File: src/rtl/adsr_envelope_if.sv
// adsr_envelope_if: audio/control bundle between the mixer side and the envelope.
// master drives lrck, gate, sustain_level, sig_in; slave (the envelope) drives the rest.
interface adsr_envelope_if;
  logic               lrck;
  logic               gate;
  logic        [15:0] sustain_level;
  logic signed [15:0] sig_in;
  logic signed [15:0] sig_out;
  logic        [15:0] env_level;
  logic        [2:0]  env_state;
  logic               active;

  modport master (
    output lrck, gate, sustain_level, sig_in,
    input  sig_out, env_level, env_state, active
  );

  modport slave (
    input  lrck, gate, sustain_level, sig_in,
    output sig_out, env_level, env_state, active
  );
endinterface

File: src/rtl/adsr_envelope.sv
// adsr_envelope: ADSR amplitude envelope, one step per LRCK sample tick.
// Ports: clk, rst (sync, active high), bus (adsr_envelope_if.slave).
// bus in : lrck, gate, sustain_level[15:0], sig_in[15:0] signed
// bus out: sig_out[15:0] signed, env_level[15:0], env_state[2:0], active
// Build option: ADSR_EXP_RELEASE_EN selects exponential release.
module adsr_envelope #(
  parameter logic [15:0] ATTACK_STEP   = 16'd64,
  parameter logic [15:0] DECAY_STEP    = 16'd16,
`ifdef ADSR_EXP_RELEASE_EN
  parameter logic [3:0]  RELEASE_SHIFT = 4'd10
`else
  parameter logic [15:0] RELEASE_STEP  = 16'd8
`endif
) (
  input  logic           clk,
  input  logic           rst,
  adsr_envelope_if.slave bus
);

  typedef enum logic [2:0] {
    S_IDLE    = 3'd0,
    S_ATTACK  = 3'd1,
    S_DECAY   = 3'd2,
    S_SUSTAIN = 3'd3,
    S_RELEASE = 3'd4
  } state_t;

  logic               r_lrck_s1;
  logic               r_lrck_s2;
  logic               r_lrck_s3;
  logic               r_gate_q;
  logic signed [15:0] r_sample_q;
  logic signed [15:0] r_sig_out;
  state_t             r_state;
  logic        [15:0] r_env;

  logic               w_tick;
  logic               w_rise;
  state_t             w_state_nxt;
  state_t             w_stage;
  logic        [15:0] w_env_nxt;
  logic        [15:0] w_rel_dec;
  logic signed [32:0] w_prod;

  assign w_tick = r_lrck_s2 & ~r_lrck_s3;
  assign w_rise = bus.gate & ~r_gate_q;

  // env is unsigned, so widen with a zero MSB before the signed multiply
  assign w_prod = r_sample_q * $signed({1'b0, r_env});

  always_ff @(posedge clk) begin
    if (rst) begin
      r_lrck_s1  <= 1'b0;
      r_lrck_s2  <= 1'b0;
      r_lrck_s3  <= 1'b0;
      r_gate_q   <= 1'b0;
      r_sample_q <= '0;
      r_sig_out  <= '0;
    end else begin
      r_lrck_s1 <= bus.lrck;
      r_lrck_s2 <= r_lrck_s1;
      r_lrck_s3 <= r_lrck_s2;
      if (w_tick) begin
        r_gate_q   <= bus.gate;
        r_sample_q <= bus.sig_in;
      end
      // inputs only move on tick edges, so this holds between ticks
      r_sig_out <= 16'(w_prod >>> 16);
    end
  end

  always_ff @(posedge clk) begin
    if (rst) begin
      r_state <= S_IDLE;
      r_env   <= '0;
    end else begin
      r_state <= w_state_nxt;
      r_env   <= w_env_nxt;
    end
  end

  always_comb begin
    w_rel_dec = '0;
`ifdef ADSR_EXP_RELEASE_EN
    w_rel_dec = r_env >> RELEASE_SHIFT;
    if (w_rel_dec == 16'd0) w_rel_dec = 16'd1;
`else
    w_rel_dec = RELEASE_STEP;
`endif
  end

  always_comb begin
    w_state_nxt = r_state;
    w_env_nxt   = r_env;
    w_stage     = r_state;
    if (w_tick) begin
      if (!bus.gate &&
          (r_state == S_ATTACK ||
           r_state == S_DECAY  ||
           r_state == S_SUSTAIN)) begin
        w_state_nxt = S_RELEASE;
      end else begin
        // a rise restarts attack from the current level, same tick
        w_stage = w_rise ? S_ATTACK : r_state;
        case (w_stage)
          S_IDLE: begin
            w_env_nxt = '0;
          end
          S_ATTACK: begin
            if (r_env > 16'hFFFF - ATTACK_STEP) begin
              w_env_nxt   = 16'hFFFF;
              w_state_nxt = S_DECAY;
            end else begin
              w_env_nxt   = r_env + ATTACK_STEP;
              w_state_nxt = S_ATTACK;
            end
          end
          S_DECAY: begin
            if ({1'b0, r_env} <=
                {1'b0, bus.sustain_level} + {1'b0, DECAY_STEP}) begin
              w_env_nxt   = bus.sustain_level;
              w_state_nxt = S_SUSTAIN;
            end else begin
              w_env_nxt = r_env - DECAY_STEP;
            end
          end
          S_SUSTAIN: begin
            w_env_nxt = bus.sustain_level;
          end
          S_RELEASE: begin
            if (r_env <= w_rel_dec) begin
              w_env_nxt   = '0;
              w_state_nxt = S_IDLE;
            end else begin
              w_env_nxt = r_env - w_rel_dec;
            end
          end
          default: begin
            w_env_nxt   = '0;
            w_state_nxt = S_IDLE;
          end
        endcase
      end
    end
  end

  assign bus.sig_out   = r_sig_out;
  assign bus.env_level = r_env;
  assign bus.env_state = r_state;
  assign bus.active    = (r_state != S_IDLE);

endmodule

File: src/flat_wrapper.sv
// flat-port wrapper written by rule: the top's interface ports become plain ports
module adsr_envelope_flat 
#(
  parameter logic [15:0] ATTACK_STEP   = 16'd64,
  parameter logic [15:0] DECAY_STEP    = 16'd16,

  parameter logic [15:0] RELEASE_STEP  = 16'd8

)
  (clk, rst, bus_lrck, bus_gate, bus_sustain_level, bus_sig_in, bus_sig_out, bus_env_level, bus_env_state, bus_active);
  adsr_envelope_if bus_i ();
  input  logic clk;
  input  logic rst;
  input wire logic [$bits(bus_i.lrck)-1:0] bus_lrck;
  input wire logic [$bits(bus_i.gate)-1:0] bus_gate;
  input wire logic [$bits(bus_i.sustain_level)-1:0] bus_sustain_level;
  input wire logic [$bits(bus_i.sig_in)-1:0] bus_sig_in;
  output wire logic [$bits(bus_i.sig_out)-1:0] bus_sig_out;
  output wire logic [$bits(bus_i.env_level)-1:0] bus_env_level;
  output wire logic [$bits(bus_i.env_state)-1:0] bus_env_state;
  output wire logic [$bits(bus_i.active)-1:0] bus_active;
  assign bus_i.lrck = bus_lrck;
  assign bus_i.gate = bus_gate;
  assign bus_i.sustain_level = bus_sustain_level;
  assign bus_i.sig_in = bus_sig_in;
  assign bus_sig_out = bus_i.sig_out;
  assign bus_env_level = bus_i.env_level;
  assign bus_env_state = bus_i.env_state;
  assign bus_active = bus_i.active;
  adsr_envelope #(.ATTACK_STEP(ATTACK_STEP), .DECAY_STEP(DECAY_STEP), .RELEASE_STEP(RELEASE_STEP)) u_core (.clk(clk), .rst(rst), .bus(bus_i));
endmodule
File: config.mk
export PLATFORM = sky130hd
export DESIGN_NAME = adsr_envelope_flat
export DESIGN_NICKNAME = d
export VERILOG_FILES = /design/src/rtl/adsr_envelope_if.sv /design/src/rtl/adsr_envelope.sv /design/src/flat_wrapper.sv
export SDC_FILE = /design/constraint.sdc
export NUM_CORES = 1
export LEC_CHECK = 0
export BUFFER_PORTS_ARGS = -buffer_cell sky130_fd_sc_hd__clkbuf_2
export CORE_MARGIN = 3
export CORE_UTILIZATION = 31
export CTS_CLUSTER_DIAMETER = 40
export DETAILED_ROUTE_END_ITERATION = 10
export PLACE_DENSITY = 0.46
export RECOVER_POWER = 25
export SYNTH_ARGS = -nofsm -noshare
export SYNTH_HDL_FRONTEND = slang
export SYNTH_SLANG_ARGS = --single-unit
export TNS_END_PERCENT = 5
File: constraint.sdc
create_clock -name clk -period 7.57 [get_ports clk]
set_input_delay 0.757 -clock clk [delete_from_list [all_inputs] [get_ports clk]]
set_output_delay 0.757 -clock clk [all_outputs]
set_load 0.01 [all_outputs]
==> metrics.md <==
| Metric | Value |
|---|---|
| Outcome | finished, violations left |
| Failing checks | max-capacitance violations, max-slew violations |
| Clock tree from TritonCTS | built |
| Crit path DAT | 6.75 ns |
| Internal | 471 µW |
| Iter 0 DRT Violations | 440 |
| Horiz. Die Dim | slightly above 200 µm |
| # DRC | 0 |
| Syn_nets | approximately 1800 |
| GP Congestion | 0.867 |
| Setup TNS | 0 ns |
| Critical Path RT | ~7.8 ns |
| Startpoint types | flop |
| Slew Limit Fails | 59 |
| I/O pin cnt | 72 |
| Worst path slowest cell | dfxtp_1 |
| Post-Route WL | ~34000 µm |
| Clock Latency Late Sink | between 0.3 and 0.4 ns |
| Final hold vios | 0 |
| # fillers | slightly above 4000 |
| Final min period | 6.55 ns |
| Cells after Synth | 1436 |
| Slew margin rel. | -84.7% |
| Period utilisation layout | 86.5% |
| Core ar. | 38100 µm² |
| Sw frac | 32.8% |
| Pwr Density | 53.2 nW/µm² |
| Critical path's top delay family | adder cells |
| Sequential-to-total area share from yosys stat | 9.06% |
| Setup CP Type | reg -> reg |
| Clk pin slew, worst setup/hold paths | 0.08 ns |
| Top_reg_cell synth | dfxtp_1 |
| Die height | 204 µm |
| Layout area overhead | 8.36% |
| Synthesis-stage register bit count | 55 |
| VDD IR max | 0.0803 mV |
| Post-detail-place hpwl | 26900 µm |
| Number of CTS-inserted buffers | 5 |
| Final Skew | 0.0124 ns |
| Hold Path Stages | 1 |
| Placed Cells | 1969 |
| Sink Count | 55 |
| Lkg Pwr | 0.00667 µW |
| Overall track demand over capacity in global routing | 16.6% |
| Synth async-reset ratio | 0% |
| CP Max Fanout | 22 |
| Pre-antenna DRT Iters | 6 |
| Ant diodes | 0 |
| RSZ-0062 raised after global routing | no |
| Clock power share | 37.2% |
| Clk buf depth | 2 |
| Flop pwr share | between 40 and 50% |
| Largest net degree at the start of global routing | 59 |
| WP buf/inv | 4 |
| Mapped Avg Cell Area | 8.46 µm² |
| DRT antenna net count | 0 |
| Layout cells sized above 1 | 8.46% |
| EDFF count, synth | 0 |
| Layout Cells excl Fill | 1977 |
| Via count | 9682 |
| Worst min path class | reg -> reg |
| # Post-CTS Setup Buffers | 0 |
| Yosys warning total | 0 |
| Site row count | about 70 |
| Highest Clock Rate | 153 MHz |
| H-tree depth | 2 |
| WHS | between 0.4 and 0.5 ns |
| DR vias/cell | 4.90 |
| Cells on worst reg2reg path | 19 |
| Starting density of the core | between 30% and 40% |
| Combinational share of power | between 10% and 20% |
| Hold_buf cts | 0 |
| Synth cell types | 86 |
| PostCTS Resize Cnt | 0 |
| Max-cap violations | 1 |
| PortBufs | between 70 and 80 |
| First-pass GRT wire length | ~55000 µm |
| Antenna violations before repair | 0 |
| Critical Path Sink Type | flop |
| Crit path depth | 19 |
| Cell Chain, Critical Path | buf_4, nand2_1, fa_1, fa_1, fa_1, fa_1, inv_1, fa_1, inv_1, fa_1, inv_1, ha_1, o211ai_1, o21ai_0, nand4_1, a21oi_1, o2111ai_1, a31o_2, a21oi_1 |
| Number of global-route vias before repair | 10100 |
| GR Overflow Total | 0 |
| Net Switching | 230 µW |
| Post-Syn Area | 12100 µm² |
| Fin nets | 1833 |
| Die Area | roughly 42000 µm² |
| Actual slew at the worst max-slew pin | 2.77 ns |
| Wire per inst | 17.1 µm |
| Most Frequent Cell on Critical Path | fa_1 |
| Setup Viol. Count Final | 0 |
| Clk root buf | clkbuf_16 |
| Crit path largest cell delay | 0.88 ns |
Yosys cell counts, types with 14 or more instances:
cell	number	area, µm²
o21ai_0	29	145
dfxtp_1	55	1100
a21o_1	14	105
clkbuf_1	61	229
nand2_1	200	751
ha_1	139	1740
nand4_1	16	100
a21oi_1	57	285
xnor2_1	26	228
fa_1	193	3860
nor2_1	48	180
nor3_1	18	90.1
and2_1	116	726
inv_1	260	976
nand3_1	22	110
power groups by stage:
stage	combinational, µW	clock, µW	sequential (µW)
final	126	261	314
after detailed placement	126	0	321
after global placement	126	0	321
after floorplan	86.9	0	308
after CTS	127	272	314
after global routing	143	281	316
cell families after synthesis:
kind of cell,after synthesis,synth area share [%]
AOI/OAI and AO/OA,185,10.5
adders and majority gates,332,46.1
DFF,55,9.06
and+or+nand+nor,488,20.6
buffers and inverters,334,10.6
xor gates and xnor gates,37,2.67
muxes,5,0.443
routing by layer:
metal	share of wire (%)	global-route usage (%)	vias to the layer above
met1	47	22.7	4863
met5	0	0	-
met4	2.8	5.36	0
met3	2.5	1.21	41
li1	-	-	4623
met2	48	28.3	155
placed cells by master (no fill, tap or decap), types with 4 or more instances in the layout:
master     count
a211oi_1       4
a21boi_0       5
a21o_1        14
a21oi_1       57
a221oi_1       5
a31oi_1        5
and2_1       116
and3_1         6
and4_1         5
buf_4         23
clkbuf_1       4
clkbuf_16      5
clkbuf_2      68
dfxtp_1       55
fa_1         193
ha_1         139
inv_1        260
nand2_1      200
nand2b_1       9
nand3_1       22
nand3b_1       4
nand4_1       16
nor2_1        48
nor2b_1       11
nor3_1        18
nor4_1         6
nor4b_1        4
o211ai_1      10
o21ai_0       29
o221ai_1       6
o2bb2ai_1      4
xnor2_1       26
xor2_1        11
through the flow:
stage / setup slack, ns / power [µW] / utilization (%) / cell area [µm²]
6_report: 1.02 / 701 / 34.5 / 13200
5_1_grt: 0.605 / 741 / 34.5 / 13200
4_1_cts: 1.02 / 713 / 34.6 / 13200
3_5_place_dp: 1.05 / 447 / 34.2 / 13000
3_3_place_gp: 1.12 / 447 / 34.2 / 13000
2_1_floorplan: 1.34 / 395 / - / 12100
worst paths after layout:
check	startpoint	end	slack (ns)
worst max-delay path	u_core.bus.env_level[7]$_SDFFE_PP0P_	u_core.bus.sig_out[12]$_SDFF_PP0_	1.02
worst min-delay path	u_core.r_lrck_s1$_SDFF_PP0_	u_core.r_lrck_s2$_SDFF_PP0_	0.45
worst max register to register	u_core.bus.env_level[7]$_SDFFE_PP0P_	u_core.bus.sig_out[12]$_SDFF_PP0_	1.02
worst min register to register	u_core.r_lrck_s1$_SDFF_PP0_	u_core.r_lrck_s2$_SDFF_PP0_	0.45
layout make-up:
type | instances | area [µm²] | area share (%)
clock inverter | 3 | 27.5 | 0.209
tap | 511 | 639 | 4.86
timing repair buffer | 95 | 528 | 4.01
sequential | 55 | 1100 | 8.36
multi-input combinational | 1047 | 9760 | 74.2
clock buffer | 5 | 125 | 0.950
inverter | 261 | 980 | 7.44
sequential cells by signal (all words and copies together) (netlist names):
signal,cells
u_core.bus.env_level,16
u_core.bus.sig_out,16
u_core.r_sample_q,16
u_core.bus.env_state,3
u_core.r_gate_q,1
u_core.r_lrck_s1,1
u_core.r_lrck_s2,1
u_core.r_lrck_s3,1
(Power assumes the default switching activity.)
